File: src/rtl/shift_cmd_sequencer_pkg.sv
// Shared constants and state type for the shift-register command sequencer.
package shift_seq_pkg;

   localparam logic [1:0] MODE_HOLD    = 2'b00;
   localparam logic [1:0] MODE_INS_MSB = 2'b01;
   localparam logic [1:0] MODE_SHL     = 2'b10;
   localparam logic [1:0] MODE_LOAD    = 2'b11;

   typedef enum logic [1:0] {
      IDLE,
      LOAD,
      SHIFT,
      DONE
   } state_t;

endpackage

File: src/rtl/shift_cmd_sequencer_if.sv
// Command handshake bus: one "load data, shift N times" transaction per valid/ready.
interface shift_cmd_sequencer_if #(
   parameter int unsigned WIDTH = 4,
   parameter int unsigned CNT_W = 3
);
   logic             cmd_valid;
   logic             cmd_ready;
   logic [WIDTH-1:0] cmd_data;
   logic [CNT_W-1:0] cmd_shift_cnt;
   logic             cmd_fill;
   logic             cmd_msb_mode;

   modport master (
      output cmd_valid, cmd_data, cmd_shift_cnt, cmd_fill, cmd_msb_mode,
      input  cmd_ready
   );

   modport slave (
      input  cmd_valid, cmd_data, cmd_shift_cnt, cmd_fill, cmd_msb_mode,
      output cmd_ready
   );
endinterface

File: src/rtl/shift_cmd_sequencer.sv
// Drives a universal shift register through LOAD, N shift cycles and HOLD per accepted command.
module shift_cmd_sequencer
   import shift_seq_pkg::*;
#(
   parameter int unsigned WIDTH = 4,
   parameter int unsigned CNT_W = 3
) (
   input  logic                 clk,
   input  logic                 rst,
   shift_cmd_sequencer_if.slave cmd,
   input  logic                 abort,
   output logic [1:0]           mode_o,
   output logic [WIDTH-1:0]     din_o,
   output logic                 in_o,
   output logic                 busy,
   output logic                 done
);

   // Counter must hold WIDTH itself, since counts are clamped to WIDTH.
   localparam int unsigned CLOG_W = $clog2(WIDTH + 1);
   localparam int unsigned CW     = (CNT_W > CLOG_W) ? CNT_W : CLOG_W;

   state_t           state_q, state_d;
   logic [CW-1:0]    rem_q, rem_d;
   logic [WIDTH-1:0] data_q, data_d;
   logic             fill_q, fill_d;
   logic             msb_q, msb_d;
   logic             ready_q;
   logic [1:0]       mode_d;
   logic             busy_d, done_d, ready_d;

   assign cmd.cmd_ready = ready_q;
   assign din_o         = data_q;
   assign in_o          = fill_q;

   // Next state, capture and output decode; outputs are registered from the next state.
   always_comb begin
      state_d = state_q;
      rem_d   = rem_q;
      data_d  = data_q;
      fill_d  = fill_q;
      msb_d   = msb_q;
      mode_d  = MODE_HOLD;
      busy_d  = 1'b0;
      done_d  = 1'b0;
      ready_d = 1'b0;

      unique case (state_q)
         IDLE: begin
            if (cmd.cmd_valid) begin
               data_d  = cmd.cmd_data;
               fill_d  = cmd.cmd_fill;
               msb_d   = cmd.cmd_msb_mode;
               rem_d   = (CW'(cmd.cmd_shift_cnt) > CW'(WIDTH)) ? CW'(WIDTH)
                                                                : CW'(cmd.cmd_shift_cnt);
               state_d = LOAD;
            end
         end
         LOAD: begin
            if (abort)                  state_d = IDLE;
            else if (rem_q == CW'(0))   state_d = DONE;
            else                        state_d = SHIFT;
         end
         SHIFT: begin
            // Abort beats the final shift: no DONE once abort is seen.
            if (abort) begin
               state_d = IDLE;
            end else begin
               rem_d = rem_q - CW'(1);
               if (rem_q == CW'(1)) state_d = DONE;
            end
         end
         DONE:    state_d = IDLE;
         default: state_d = IDLE;
      endcase

      unique case (state_d)
         LOAD: begin
            mode_d = MODE_LOAD;
            busy_d = 1'b1;
         end
         SHIFT: begin
            mode_d = msb_d ? MODE_INS_MSB : MODE_SHL;
            busy_d = 1'b1;
         end
         DONE:    done_d  = 1'b1;
         IDLE:    ready_d = 1'b1;
         default: ready_d = 1'b0;
      endcase
   end

   always_ff @(posedge clk) begin
      if (rst) begin
         state_q <= IDLE;
         rem_q   <= '0;
         data_q  <= '0;
         fill_q  <= 1'b0;
         msb_q   <= 1'b0;
         mode_o  <= MODE_HOLD;
         busy    <= 1'b0;
         done    <= 1'b0;
         ready_q <= 1'b1;
      end else begin
         state_q <= state_d;
         rem_q   <= rem_d;
         data_q  <= data_d;
         fill_q  <= fill_d;
         msb_q   <= msb_d;
         mode_o  <= mode_d;
         busy    <= busy_d;
         done    <= done_d;
         ready_q <= ready_d;
      end
   end

endmodule

File: src/flat_wrapper.sv
// flat-port wrapper written by rule: the top's interface ports become plain ports
module shift_cmd_sequencer_flat import shift_seq_pkg::*;
#(
   parameter int unsigned WIDTH = 4,
   parameter int unsigned CNT_W = 3
)
  (clk, rst, abort, mode_o, din_o, in_o, busy, done, cmd_cmd_valid, cmd_cmd_data, cmd_cmd_shift_cnt, cmd_cmd_fill, cmd_cmd_msb_mode, cmd_cmd_ready);
  shift_cmd_sequencer_if #(.WIDTH(WIDTH), .CNT_W(CNT_W)) cmd_i ();
  input  logic clk;
  input  logic rst;
  input  logic abort;
  output logic [1:0] mode_o;
  output logic [WIDTH-1:0] din_o;
  output logic in_o;
  output logic busy;
  output logic done;
  input wire logic [$bits(cmd_i.cmd_valid)-1:0] cmd_cmd_valid;
  input wire logic [$bits(cmd_i.cmd_data)-1:0] cmd_cmd_data;
  input wire logic [$bits(cmd_i.cmd_shift_cnt)-1:0] cmd_cmd_shift_cnt;
  input wire logic [$bits(cmd_i.cmd_fill)-1:0] cmd_cmd_fill;
  input wire logic [$bits(cmd_i.cmd_msb_mode)-1:0] cmd_cmd_msb_mode;
  output wire logic [$bits(cmd_i.cmd_ready)-1:0] cmd_cmd_ready;
  assign cmd_i.cmd_valid = cmd_cmd_valid;
  assign cmd_i.cmd_data = cmd_cmd_data;
  assign cmd_i.cmd_shift_cnt = cmd_cmd_shift_cnt;
  assign cmd_i.cmd_fill = cmd_cmd_fill;
  assign cmd_i.cmd_msb_mode = cmd_cmd_msb_mode;
  assign cmd_cmd_ready = cmd_i.cmd_ready;
  shift_cmd_sequencer #(.WIDTH(WIDTH), .CNT_W(CNT_W)) u_core (.clk(clk), .rst(rst), .cmd(cmd_i), .abort(abort), .mode_o(mode_o), .din_o(din_o), .in_o(in_o), .busy(busy), .done(done));
endmodule
File: config.mk
export PLATFORM = sky130hd
export DESIGN_NAME = shift_cmd_sequencer_flat
export DESIGN_NICKNAME = d
export VERILOG_FILES = /design/src/rtl/shift_cmd_sequencer_pkg.sv /design/src/rtl/shift_cmd_sequencer_if.sv /design/src/rtl/shift_cmd_sequencer.sv /design/src/flat_wrapper.sv
export SDC_FILE = /design/constraint.sdc
export NUM_CORES = 1
export LEC_CHECK = 0
export CORE_MARGIN = 2
export CORE_UTILIZATION = 39
export DETAILED_ROUTE_END_ITERATION = 16
export GPL_TIMING_DRIVEN = 0
export PLACE_DENSITY = 0.78
export SLEW_MARGIN = 10
export SYNTH_ARGS = -nofsm -noshare
export SYNTH_HDL_FRONTEND = slang
export SYNTH_SLANG_ARGS = --single-unit
File: constraint.sdc
create_clock -name clk -period 1.3 [get_ports clk]
set_input_delay 0.26 -clock clk [delete_from_list [all_inputs] [get_ports clk]]
set_output_delay 0.26 -clock clk [all_outputs]
set_load 0.01 [all_outputs]
==> results.yml <==
critical_path:
  slowest_stage: "dfxtp_4"
  path_buf_inv: 1
  cp_cell_sequence: "inv_4, ha_4, nand3b_1, a211oi_4, nor2_1, o21a_1"
  crit_path_end_kind: "register"
  critPathRequiredTime_ns: 1.49
  critical_path_class: "register to register"
  crit_family: "compound AO/OA/AOI/OAI gates"
  crit_arrival_ns: 1.51
  crit_path_max_incr_delay_ns: 0.37
  critPathMaxFanout: 5
  crit_path_start_kind: "register"
logic_synthesis:
  synth_xor_area_share_pct: 0
  ys_ff_latch: 16
  synth_top_family_by_area: "simple AND/OR/NAND/NOR gates"
  synth_nets: 90
  synth_top_cell_by_area: "dfxtp_1"
  ys_warn_count: 0
  synthTopCellsByArea: "dfxtp_1, mux2i_1, nor2_1"
  syn_area_per_cell_um2: 9.435
  yosys.area_share.simple_pct: 22.22
  yosys.area.top_type_share_pct: 45.88
  synth_fa_ha_area_share_pct: 5.376
  yosysSeqAreaShare_pct: 45.88
  netlist_instances: 74
  synth_mux_area_share_pct: 10.04
  synth_compound_gate_area_share_pct: 13.62
  netlist_area_um2: 698.2
  synth_cell_types: 25
cts:
  worstSkewPairLatency_ns: 0.29
  h-tree-depth: 1
  holdBufCountCts: 0
  root_buffer: "clkbuf_4"
  numCtsBuffers: 3
  clk_pin_slew_ns: 0.10
  cts_tree: "yes"
  cts_buffer_depth: 2
  numClockSinks: 16
drt:
  vias: 599
  postRouteWirelength_mm: 1.452
  drt_pass1_iterations: 4
  ant_nets: 0
  drcViolationCount: 0
  avgRoutedWirePerCell_um: 11.52
  via_per_inst: 4.754
  drt_iter0_drc: 5
timing:
  worst_slack_ns: -0.02018
  clock_skew_ns: 0.004027
  whs_ns: 0.4040
  fin_tns_setup_ns: -0.02018
  rsz0062_at_grt: "yes"
  hold_violations: 0
  period_share_pct: 101.6
  fmax_ghz: 0.7575
  max_slew_margin_pct: 68.27
  finalSetupViolCount: 1
  min_period_ns: 1.320
  maxSlewViolCount: 0
  worst_pin_slew_ns: 0.4759
power:
  vdd_ir_drop_max_mv: 0.7264
  total_power_w: 0.001096
  power.leakage_nw: 0.4488
  p_per_area_nw_per_um2: 1058
placement:
  dpl_worst_slack_ns: -0.4042
  portBuffers: 22
  place.gp.congestion: 0.7139
  place_inst: 121
  dp.final_hpwl_mm: 1.015
layout:
  final_common_cell: "nor2_1"
  fill_cells: 144
  nNetsFinal: 118
  synthToLayoutAreaGrowth_pct: 48.39
  num_antenna_cells: 0
  finalNonFillerCells: 126
  mostFrequentLayoutCells: "nor2_1, dfxtp_1, clkdlybuf4s50_1, dlygate4sd2_1, mux2i_1"
  drive_gt1_share_pct: 17.82
die:
  die_w_um: 46.31
  start_util_pct: 40.88
  placementRows: 15
  io_pins: 23
  die_area_um2: 2145
  core-area_um2: 1708
  die_y_um: 46.31
global_route:
  grt.overflow.total: 0
  groute.usage.overall_pct: 15.19
  grt_pass1_wl_mm: 2.214
  antenna_found_initial: 0
  grt_pass1_vias: 529
  grt_max_degree: 11
outcome:
  violations: "setup timing"
  status: "finished, violations left"
flow_run:
  drv_cap: 0
worst_hold_path:
  hold_class: "input port to register"
## tightest hold or removal path, stage by stage
cell	delay, ns
dlymetal6s2s_1	0.22
a211oi_4	0.08
nor2_1	0.09
## Yosys cell counts, drive strengths merged
| master | count |
|---|---|
| o21ai | 2 |
| o21a | 1 |
| a21oi | 5 |
| ha | 3 |
| dfxtp | 16 |
| a211oi | 2 |
| clkbuf | 1 |
| nor2 | 17 |
| a21o | 2 |
| and2 | 2 |
| nand2b | 4 |
| nand3b | 2 |
| mux2i | 7 |
| nor3b | 2 |
| nand4b | 1 |
| inv | 3 |
| nor3 | 1 |
| o21bai | 1 |
| buf | 1 |
| a31oi | 1 |
## where the power goes
part           internal (W)  switching (W)  leakage [nW]
registers          0.000525      0.0000268         0.134
clock network      0.000171       0.000160        0.0210
logic              0.000118      0.0000965         0.294
total              0.000813       0.000283         0.449
## through the flow
step,util (%),cell area [um2]
global placement,55.60,949.7
CTS,57.80,987.2
floorplan,-,698.2
detailed placement,55.60,949.7
finish,60.66,1036
global route,60.66,1036
## layer usage
layer  share of wire, %  track usage, %  routed length [um]
met5                  0               0                   0
met4                3.0           12.00                  44
met3                3.1           2.353                  45
met2                 49           24.17                 708
met1                 45           17.92                 653
## area by class of cell
| type | count | area (um2) | area share (%) |
|---|---|---|---|
| Buffer | 2 | 8.758 | 0.8454 |
| Inverter | 3 | 13.76 | 1.329 |
| Clock buffer | 4 | 36.28 | 3.502 |
| Sequential cell | 16 | 330.3 | 31.88 |
| Timing Repair Buffer | 23 | 217.7 | 21.01 |
| Tap cell | 25 | 31.28 | 3.019 |
| Multi-Input combinational cell | 53 | 397.9 | 38.41 |
## what timing repair did
action / in CTS / in global routing
pin swaps: 1 / 3
endpoints found under the setup margin: 20 / 9
gates resized for setup: 13 / 14
setup buffers: 0 / 1
## worst paths after layout
kind                            slack, ns                    startpoint                      endpoint  cells past startpoint
worst max-delay path                -0.02  u_core.rem_q[0]$_SDFFE_PP0P_   u_core.mode_o[1]$_SDFF_PP0_                      6
worst min register to register       0.50  u_core.din_o[2]$_SDFFE_PP0P_  u_core.din_o[2]$_SDFFE_PP0P_                      2
worst max register to register      -0.02  u_core.rem_q[0]$_SDFFE_PP0P_   u_core.mode_o[1]$_SDFF_PP0_                      6
worst min-delay path                 0.40                         abort        u_core.busy$_SDFF_PP0_                      3
## flip-flops by register name, summed over array words and instances (netlist names)
register,cells
u_core.din_o,4
u_core.rem_q,3
u_core.mode_o,2
u_core.state_q,2
u_core.busy,1
u_core.cmd.cmd_ready,1
u_core.done,1
u_core.in_o,1
u_core.msb_q,1
## kinds of logic (layout without fill, tap and decap cells)
| group | Yosys count | in the layout |
|---|---|---|
| buffers and inverters | 5 | 32 |
| AOI/OAI and AO/OA | 14 | 14 |
| DFF | 16 | 16 |
| and+or+nand+nor | 29 | 29 |
| adders and majority gates | 3 | 3 |
| muxes | 7 | 7 |
Note: power is estimated with default switching activity, not from simulation.
